## src/rtl/timer_arbiter_pkg.sv

```systemverilog
// ---------------------------------------------------------------------------
// timer_arb_pkg
// Shared types and helpers for the timer_arbiter block.
//   state_t  : arbiter FSM states (IDLE, RUN, FIN)
//   pick_t   : result of a round-robin search (valid flag + index)
//   rr_pick  : first set request bit at or after a pointer, wrapping mod n
// The search is written for up to MAX_REQ requesters; callers zero-extend
// their request vector and pass their real requester count in n.
// ---------------------------------------------------------------------------
package timer_arb_pkg;

    typedef enum logic [1:0] {
        IDLE = 2'd0,
        RUN  = 2'd1,
        FIN  = 2'd2
    } state_t;

    localparam int MAX_REQ  = 8;
    localparam int MAX_ID_W = $clog2(MAX_REQ);

    typedef struct packed {
        logic                vld;
        logic [MAX_ID_W-1:0] idx;
    } pick_t;

    function automatic pick_t rr_pick(input logic [MAX_REQ-1:0]  req,
                                      input logic [MAX_ID_W-1:0] ptr,
                                      input int                  n);
        pick_t r;
        int    idx;
        r.vld = 1'b0;
        r.idx = '0;
        for (int k = 0; k < MAX_REQ; k++) begin
            if (k < n && !r.vld) begin
                idx = (int'(ptr) + k) % n;
                if (req[idx]) begin
                    r.vld = 1'b1;
                    r.idx = MAX_ID_W'(idx);
                end
            end
        end
        return r;
    endfunction

endpackage

```

## src/rtl/timer_arbiter_if.sv

```systemverilog
// ---------------------------------------------------------------------------
// timer_arbiter_if
// Requester-side bus of the shared timer.
//   req       : level request per requester
//   dur       : per-requester duration in base ticks, slice [i*CNT_W +: CNT_W]
//   gnt       : one-hot grant
//   done      : one-cycle expiry pulse to the owner
//   busy      : a grant is active
//   active_id : index of the current / last owner
// With TIMER_ARB_ABORT_FLAG_EN defined, two more signals exist:
//   aborted   : one-cycle pulse to the owner when it drops req early
//   abort_cnt : saturating count of aborts
// Modports: master = requester side, slave = arbiter side.
// ---------------------------------------------------------------------------
interface timer_arbiter_if #(
    parameter int N_REQ = 4,
    parameter int CNT_W = 16
);
    localparam int ID_W = $clog2(N_REQ);

    logic [N_REQ-1:0]       req;
    logic [N_REQ*CNT_W-1:0] dur;
    logic [N_REQ-1:0]       gnt;
    logic [N_REQ-1:0]       done;
    logic                   busy;
    logic [ID_W-1:0]        active_id;
`ifdef TIMER_ARB_ABORT_FLAG_EN
    logic [N_REQ-1:0]       aborted;
    logic [7:0]             abort_cnt;

    modport master (output req, dur,
                    input  gnt, done, busy, active_id, aborted, abort_cnt);
    modport slave  (input  req, dur,
                    output gnt, done, busy, active_id, aborted, abort_cnt);
`else
    modport master (output req, dur,
                    input  gnt, done, busy, active_id);
    modport slave  (input  req, dur,
                    output gnt, done, busy, active_id);
`endif

endinterface

```

## src/rtl/timer_arbiter_prescaler.sv

```systemverilog
// ---------------------------------------------------------------------------
// tick_prescaler
// Counts clk_50MHz cycles modulo PRESCALE and flags the wrap cycle.
//   clk_50MHz : system clock
//   reset     : asynchronous, active-high
//   clr       : hold the count at zero (restart on release)
//   tick      : high during the last cycle of each PRESCALE-cycle period
// ---------------------------------------------------------------------------
module tick_prescaler #(
    parameter int PRESCALE = 50_000
) (
    input  logic clk_50MHz,
    input  logic reset,
    input  logic clr,
    output logic tick
);
    localparam int PS_W = $clog2(PRESCALE);
    localparam logic [PS_W-1:0] LAST = PS_W'(PRESCALE - 1);

    logic [PS_W-1:0] count;

    always_ff @(posedge clk_50MHz or posedge reset) begin
        if (reset) begin
            count <= '0;
        end else if (clr || count == LAST) begin
            count <= '0;
        end else begin
            count <= count + PS_W'(1);
        end
    end

    assign tick = !clr && (count == LAST);

endmodule

```

## src/rtl/timer_arbiter.sv

```systemverilog
// ---------------------------------------------------------------------------
// timer_arbiter
// One prescaled down-counter shared round-robin among N_REQ requesters.
// A granted requester loads its duration; the timer counts base ticks of
// PRESCALE clocks and returns a one-cycle done pulse on expiry. Dropping req
// while running aborts the grant without a done pulse.
// Ports:
//   clk_50MHz : system clock
//   reset     : asynchronous, active-high
//   bus       : timer_arbiter_if.slave (req, dur in; gnt, done, busy,
//               active_id out)
// Optional: define TIMER_ARB_ABORT_FLAG_EN to drive bus.aborted (abort pulse
// to the owner) and bus.abort_cnt (saturating abort count).
// ---------------------------------------------------------------------------
module timer_arbiter
    import timer_arb_pkg::*;
#(
    parameter int N_REQ    = 4,
    parameter int PRESCALE = 50_000,
    parameter int CNT_W    = 16
) (
    input  logic             clk_50MHz,
    input  logic             reset,
    timer_arbiter_if.slave   bus
);
    localparam int ID_W = $clog2(N_REQ);

    state_t           state, state_nxt;
    logic [ID_W-1:0]  rr_ptr, rr_ptr_nxt;
    logic [CNT_W-1:0] cnt, cnt_nxt;
    logic [N_REQ-1:0] gnt, gnt_nxt;
    logic [N_REQ-1:0] done, done_nxt;
    logic             busy, busy_nxt;
    logic [ID_W-1:0]  active_id, active_id_nxt;
    logic             tick;
    logic             expire;
    logic [ID_W-1:0]  ptr_after_owner;
    pick_t            pick;

`ifdef TIMER_ARB_ABORT_FLAG_EN
    logic [N_REQ-1:0] aborted, aborted_nxt;
    logic [7:0]       abort_cnt, abort_cnt_nxt;

    function automatic logic [7:0] sat_inc8(input logic [7:0] v);
        return (v == 8'hFF) ? v : v + 8'd1;
    endfunction
`endif

    // Prescaler is held at zero outside RUN so each grant starts a full tick.
    tick_prescaler #(.PRESCALE(PRESCALE)) u_prescaler (
        .clk_50MHz (clk_50MHz),
        .reset     (reset),
        .clr       (state != RUN),
        .tick      (tick)
    );

    assign pick = rr_pick(MAX_REQ'(bus.req), MAX_ID_W'(rr_ptr), N_REQ);

    // Expiry: zero duration on entry, or the wrap that takes cnt from 1 to 0.
    // This gives done max(dur,1)*PRESCALE+1 cycles after grant for dur>0.
    assign expire = (cnt == '0) || (tick && cnt == CNT_W'(1));

    assign ptr_after_owner = (active_id == ID_W'(N_REQ - 1)) ? '0
                                                              : active_id + ID_W'(1);

    always_comb begin
        state_nxt     = state;
        rr_ptr_nxt    = rr_ptr;
        cnt_nxt       = cnt;
        gnt_nxt       = gnt;
        done_nxt      = '0;
        busy_nxt      = busy;
        active_id_nxt = active_id;
`ifdef TIMER_ARB_ABORT_FLAG_EN
        aborted_nxt   = '0;
        abort_cnt_nxt = abort_cnt;
`endif
        unique case (state)
            IDLE: begin
                if (pick.vld) begin
                    state_nxt     = RUN;
                    gnt_nxt       = N_REQ'(1) << pick.idx;
                    busy_nxt      = 1'b1;
                    active_id_nxt = pick.idx[ID_W-1:0];
                    for (int i = 0; i < N_REQ; i++) begin
                        if (pick.idx == MAX_ID_W'(i)) begin
                            cnt_nxt = bus.dur[i*CNT_W +: CNT_W];
                        end
                    end
                end
            end
            RUN: begin
                // Expiry is checked before abort so a same-edge req drop
                // still completes with a done pulse.
                if (expire) begin
                    state_nxt = FIN;
                    if (cnt != '0) begin
                        cnt_nxt = cnt - CNT_W'(1);
                    end
                end else if (!bus.req[active_id]) begin
                    state_nxt  = IDLE;
                    gnt_nxt    = '0;
                    busy_nxt   = 1'b0;
                    rr_ptr_nxt = ptr_after_owner;
`ifdef TIMER_ARB_ABORT_FLAG_EN
                    aborted_nxt   = gnt;
                    abort_cnt_nxt = sat_inc8(abort_cnt);
`endif
                end else if (tick) begin
                    cnt_nxt = cnt - CNT_W'(1);
                end
            end
            FIN: begin
                // gnt is one-hot on the owner, so it doubles as the done mask.
                state_nxt  = IDLE;
                done_nxt   = gnt;
                gnt_nxt    = '0;
                busy_nxt   = 1'b0;
                rr_ptr_nxt = ptr_after_owner;
            end
            default: begin
                state_nxt = IDLE;
                gnt_nxt   = '0;
                busy_nxt  = 1'b0;
            end
        endcase
    end

    always_ff @(posedge clk_50MHz or posedge reset) begin
        if (reset) begin
            state     <= IDLE;
            rr_ptr    <= '0;
            cnt       <= '0;
            gnt       <= '0;
            done      <= '0;
            busy      <= 1'b0;
            active_id <= '0;
`ifdef TIMER_ARB_ABORT_FLAG_EN
            aborted   <= '0;
            abort_cnt <= '0;
`endif
        end else begin
            state     <= state_nxt;
            rr_ptr    <= rr_ptr_nxt;
            cnt       <= cnt_nxt;
            gnt       <= gnt_nxt;
            done      <= done_nxt;
            busy      <= busy_nxt;
            active_id <= active_id_nxt;
`ifdef TIMER_ARB_ABORT_FLAG_EN
            aborted   <= aborted_nxt;
            abort_cnt <= abort_cnt_nxt;
`endif
        end
    end

    assign bus.gnt       = gnt;
    assign bus.done      = done;
    assign bus.busy      = busy;
    assign bus.active_id = active_id;
`ifdef TIMER_ARB_ABORT_FLAG_EN
    assign bus.aborted   = aborted;
    assign bus.abort_cnt = abort_cnt;
`endif

endmodule

```

## src/flat_wrapper.sv

```systemverilog
// flat-port wrapper written by rule: the top's interface ports become plain ports
module timer_arbiter_flat import timer_arb_pkg::*;
#(
    parameter int N_REQ    = 4,
    parameter int PRESCALE = 50_000,
    parameter int CNT_W    = 16
)
  (clk_50MHz, reset, bus_req, bus_dur, bus_gnt, bus_done, bus_busy, bus_active_id);
  timer_arbiter_if #(.N_REQ(N_REQ), .CNT_W(CNT_W)) bus_i ();
  input  logic clk_50MHz;
  input  logic reset;
  input wire logic [$bits(bus_i.req)-1:0] bus_req;
  input wire logic [$bits(bus_i.dur)-1:0] bus_dur;
  output wire logic [$bits(bus_i.gnt)-1:0] bus_gnt;
  output wire logic [$bits(bus_i.done)-1:0] bus_done;
  output wire logic [$bits(bus_i.busy)-1:0] bus_busy;
  output wire logic [$bits(bus_i.active_id)-1:0] bus_active_id;
  assign bus_i.req = bus_req;
  assign bus_i.dur = bus_dur;
  assign bus_gnt = bus_i.gnt;
  assign bus_done = bus_i.done;
  assign bus_busy = bus_i.busy;
  assign bus_active_id = bus_i.active_id;
  timer_arbiter #(.N_REQ(N_REQ), .PRESCALE(PRESCALE), .CNT_W(CNT_W)) u_core (.clk_50MHz(clk_50MHz), .reset(reset), .bus(bus_i));
endmodule
```

## config.mk

```make
export PLATFORM = sky130hd
export DESIGN_NAME = timer_arbiter_flat
export DESIGN_NICKNAME = d
export VERILOG_FILES = /design/src/rtl/timer_arbiter_pkg.sv /design/src/rtl/timer_arbiter_if.sv /design/src/rtl/timer_arbiter_prescaler.sv /design/src/rtl/timer_arbiter.sv /design/src/flat_wrapper.sv
export SDC_FILE = /design/constraint.sdc
export NUM_CORES = 1
export LEC_CHECK = 0
export CAP_MARGIN = 20
export CORE_MARGIN = 2
export CORE_UTILIZATION = 49
export CTS_CLUSTER_SIZE = 12
export DETAILED_ROUTE_END_ITERATION = 8
export PLACE_DENSITY = 0.8
export SLEW_MARGIN = 5
export SYNTH_ARGS = -nofsm -noshare
export SYNTH_HDL_FRONTEND = slang
export SYNTH_HIERARCHICAL = 1
export SYNTH_SLANG_ARGS = --single-unit
```

## constraint.sdc

```tcl
create_clock -name clk_50MHz -period 3.2 [get_ports clk_50MHz]
set_clock_uncertainty 0.1 [all_clocks]
set_input_delay 0.96 -clock clk_50MHz [delete_from_list [all_inputs] [get_ports clk_50MHz]]
set_output_delay 0.96 -clock clk_50MHz [all_outputs]
set_load 0.005 [all_outputs]
```

==> results of run 1 <==
[per-layer routing]
metal	vias up	part of all wire	wire length [um]	GRT usage
li1	1428	-	-	-
met1	1420	0.43	3660	0.305
met2	98	0.50	4250	0.430
met3	10	0.063	535	0.0485
met4	0	0.011	91	0.0572
met5	-	0	0	0
[through the flow]
step	util	total power (uW)	hold slack [ps]	area (um2)	setup WS (ps)
finish	0.701	2950	387	4230	174
CTS	0.700	2940	388	4220	99.0
global placement	0.685	2520	368	4130	-46.7
global route	0.701	3160	420	4230	41.3
detailed placement	0.685	2580	375	4130	-115
floorplan	-	1980	350	3100	462
[final cells by class]
| cell class | instances | area [um2] | area share |
|---|---|---|---|
| flip-flops and latches | 47 | 1180 | 0.278 |
| clock buffers | 6 | 72.6 | 0.0172 |
| well taps | 75 | 93.8 | 0.0222 |
| inverters | 12 | 45.0 | 0.0107 |
| clock inverters | 2 | 16.3 | 0.00385 |
| multi-input cells | 264 | 1830 | 0.433 |
| repair buffers | 102 | 991 | 0.234 |
[flip-flops by register name, summed over array words and instances, names as in the netlist]
name / count
u_core/bus.done: 4
u_core/cnt: 16
u_core/u_prescaler/count: 16
u_core/bus.busy: 1
u_core/bus.gnt: 4
u_core/rr_ptr: 2
u_core/bus.active_id: 2
u_core/state: 2
[cell usage after synthesis, types with 3 or more instances]
| cell | n | area, um2 |
|---|---|---|
| a211o_1 | 5 | 43.8 |
| a21oi_1 | 9 | 45.0 |
| a21oi_2 | 3 | 26.3 |
| a221o_1 | 3 | 30.0 |
| a32o_1 | 3 | 30.0 |
| and2_1 | 4 | 25.0 |
| clkbuf_1 | 5 | 18.8 |
| dfrtp_1 | 47 | 1180 |
| ha_1 | 5 | 62.6 |
| inv_1 | 12 | 45.0 |
| mux2_2 | 6 | 67.6 |
| mux2i_1 | 32 | 320 |
| nand2_1 | 34 | 128 |
| nand3_1 | 10 | 50.1 |
| nand4_1 | 9 | 56.3 |
| nor2_1 | 39 | 146 |
| nor2b_1 | 5 | 31.3 |
| nor3_1 | 14 | 70.1 |
| nor3b_1 | 3 | 22.5 |
| nor4_1 | 11 | 68.8 |
| o21ai_0 | 6 | 30.0 |
| o22ai_1 | 3 | 18.8 |
| or4_4 | 3 | 33.8 |
| xnor2_1 | 13 | 114 |
[critical path, cell delays in order]
cell and delay [ps]:
clkdlybuf4s50_1 550, nor2_1 90, a2111oi_1 460, or2_1 260, buf_12 160, mux2i_1 200, mux2i_1 90, a221o_1 360
[logic make-up after synthesis]
family / synth area share
adder cells (fa/ha/maj): 0.0202
XOR/XNOR: 0.0395
AND/OR/NAND/NOR: 0.255
AO/OA/AOI/OAI: 0.140
multiplexers: 0.133
buffers and inverters: 0.0335
flip-flops: 0.379
[worst max-delay path by stage]
stage,startpoint,to,slack [ps],depth (start not counted)
CTS,u_core/u_prescaler/count[4],u_core/cnt[13],100,8
finish,bus_req[1],u_core/cnt[12],170,8
global placement,bus_req[1],u_core/cnt[6],-50,9
floorplan,bus_req[2],u_core/cnt[15],460,7
global route,bus_req[1],u_core/cnt[6],40,9
detailed placement,bus_req[1],u_core/cnt[12],-120,8
[report_power, final]
group | internal (uW) | total (uW) | switching [uW]
logic | 806 | 1600 | 791
registers | 776 | 995 | 219
clock network | 157 | 362 | 205
total | 1740 | 2950 | 1220
==> out/results.tsv, run 1 <==
stage	metric	value	unit
setup_path	rrSetupSlack	200	ps
setup_path	critPathRequiredTime	3290	ps
synth	syn_inst	333	
floorplan	die_x	83.6	um
setup_path	worstSetupPathType	input pin to register	
hold_path	hp-class	register to register	
layout	n_antenna_cell	0	
placement	numPortBuffers	80	
placement	routabilityCongestion	0.949	
timing	hold_viol	0	
timing	grt_setup_unrepaired	false	
clock_network	cts_tree	built	
layout	final_layout_size_suffix_gt1_frac	0.120	
setup_path	r2r_start	u_core/u_prescaler/count[4]	
hold_path	whs_endpoint	u_core/u_prescaler/count[0]	
clock_network	htreeDepth	2	
layout	final_common_cell	clkdlybuf4s50_1	
floorplan	die_y	83.6	um
timing	tightest_slew	755	ps
synth	synth.distinct_cells	65	
global_route	grt_pass1_wl	14.0	mm
global_route	grt_pass1_vias	2981	
power_and_ir_drop	ir_worst_vdd	0.385	mV
clock_network	clockBufferDepth	2	
setup_path	worst-r2r-cell-count	8	
layout	layout_common_cells	clkdlybuf4s50_1 (80), dfrtp_1 (47), nor2_1 (39)	
timing	fmax	0.330	GHz
route	drt-total-wl	8.54	mm
floorplan	die_area	6990	um2
floorplan	initial_utilization	0.515	
setup_path	cp.arrival	3110	ps
synth	synth_async_sr_flop_share	1.00	
layout	fillers	477	
route	drt-wirelength-per-cell	16.8	um
synth	synth_edf_count	0	
layout	syn_to_final_growth	36.2	%
timing	finalCritPeriodShare	0.946	
clock_network	cts_num_sinks	47	
setup_path	r2r-end	u_core/bus.gnt[3]	
hold_path	min_from	u_core/u_prescaler/count[0]	
clock_network	cts_hold_buf	0	
global_route	grt_overflow_total	0	
layout	nets	507	
timing	post-route-min-period	3030	ps
timing	worst_slew_margin_rel	0.493	
synth	syn_area	3100	um2
synth	ys.flop_type	dfrtp_1	
synth	ys_seq_elements	47	
setup_path	critPathCaptureType	register	
synth	syn_nets	408	
timing	setup_viol_count_final	0	
placement	place_inst	500	
job	max_cap_violations	0	
synth	synth_area_per_cell	9.32	um2
route	via_per_inst	5.82	
timing	drv_slew	0	
clock_network	post_cts_buffers	0	
power_and_ir_drop	leakage	0.00175	uW
floorplan	io_pins	81	
route	firstDrtPassIters	4	
route	drtIter0Drc	201	
global_route	track_usage	0.243	
timing	fin_setup_tns	0	ps
route	vias	2956	
clock_network	cts_buffers	5	
synth	yosysWarnings	6	
floorplan	core	6030	um2
setup_path	critPathLaunchType	input pin	
floorplan	rows	28	
layout	final_cell_count_no_fill	508	
placement	dp_hpwl	6.59	mm
global_route	grt_max_degree	32	
route	ant_nets	0	
clock_network	clk_latency	300	ps
clock_network	cts_resized	0	
power_and_ir_drop	power_density	699	nW/um2
clock_network	clockRootBuffer	clkbuf_8	
synth	ys_seq_area_frac	0.379	
global_route	antenna_found_initial	0	
clock_network	clkSlewWorstSetupHoldPaths	90	ps
hold_path	hold_depth	1	
route	drc	0	
setup_path	crit_fanout	9	
status	status	finished clean	
No activity file was read; power rests on OpenSTA's default activity.
==> run 2, diff against run 1 <==
--- a/config.mk
+++ b/config.mk
@@ -16,3 +16,4 @@
 export SYNTH_HDL_FRONTEND = slang
 export SYNTH_HIERARCHICAL = 1
 export SYNTH_SLANG_ARGS = --single-unit
+export TNS_END_PERCENT = 100
==> results of run 2 <==
The final DEF is identical to that of run 1; final timing and power are the same.
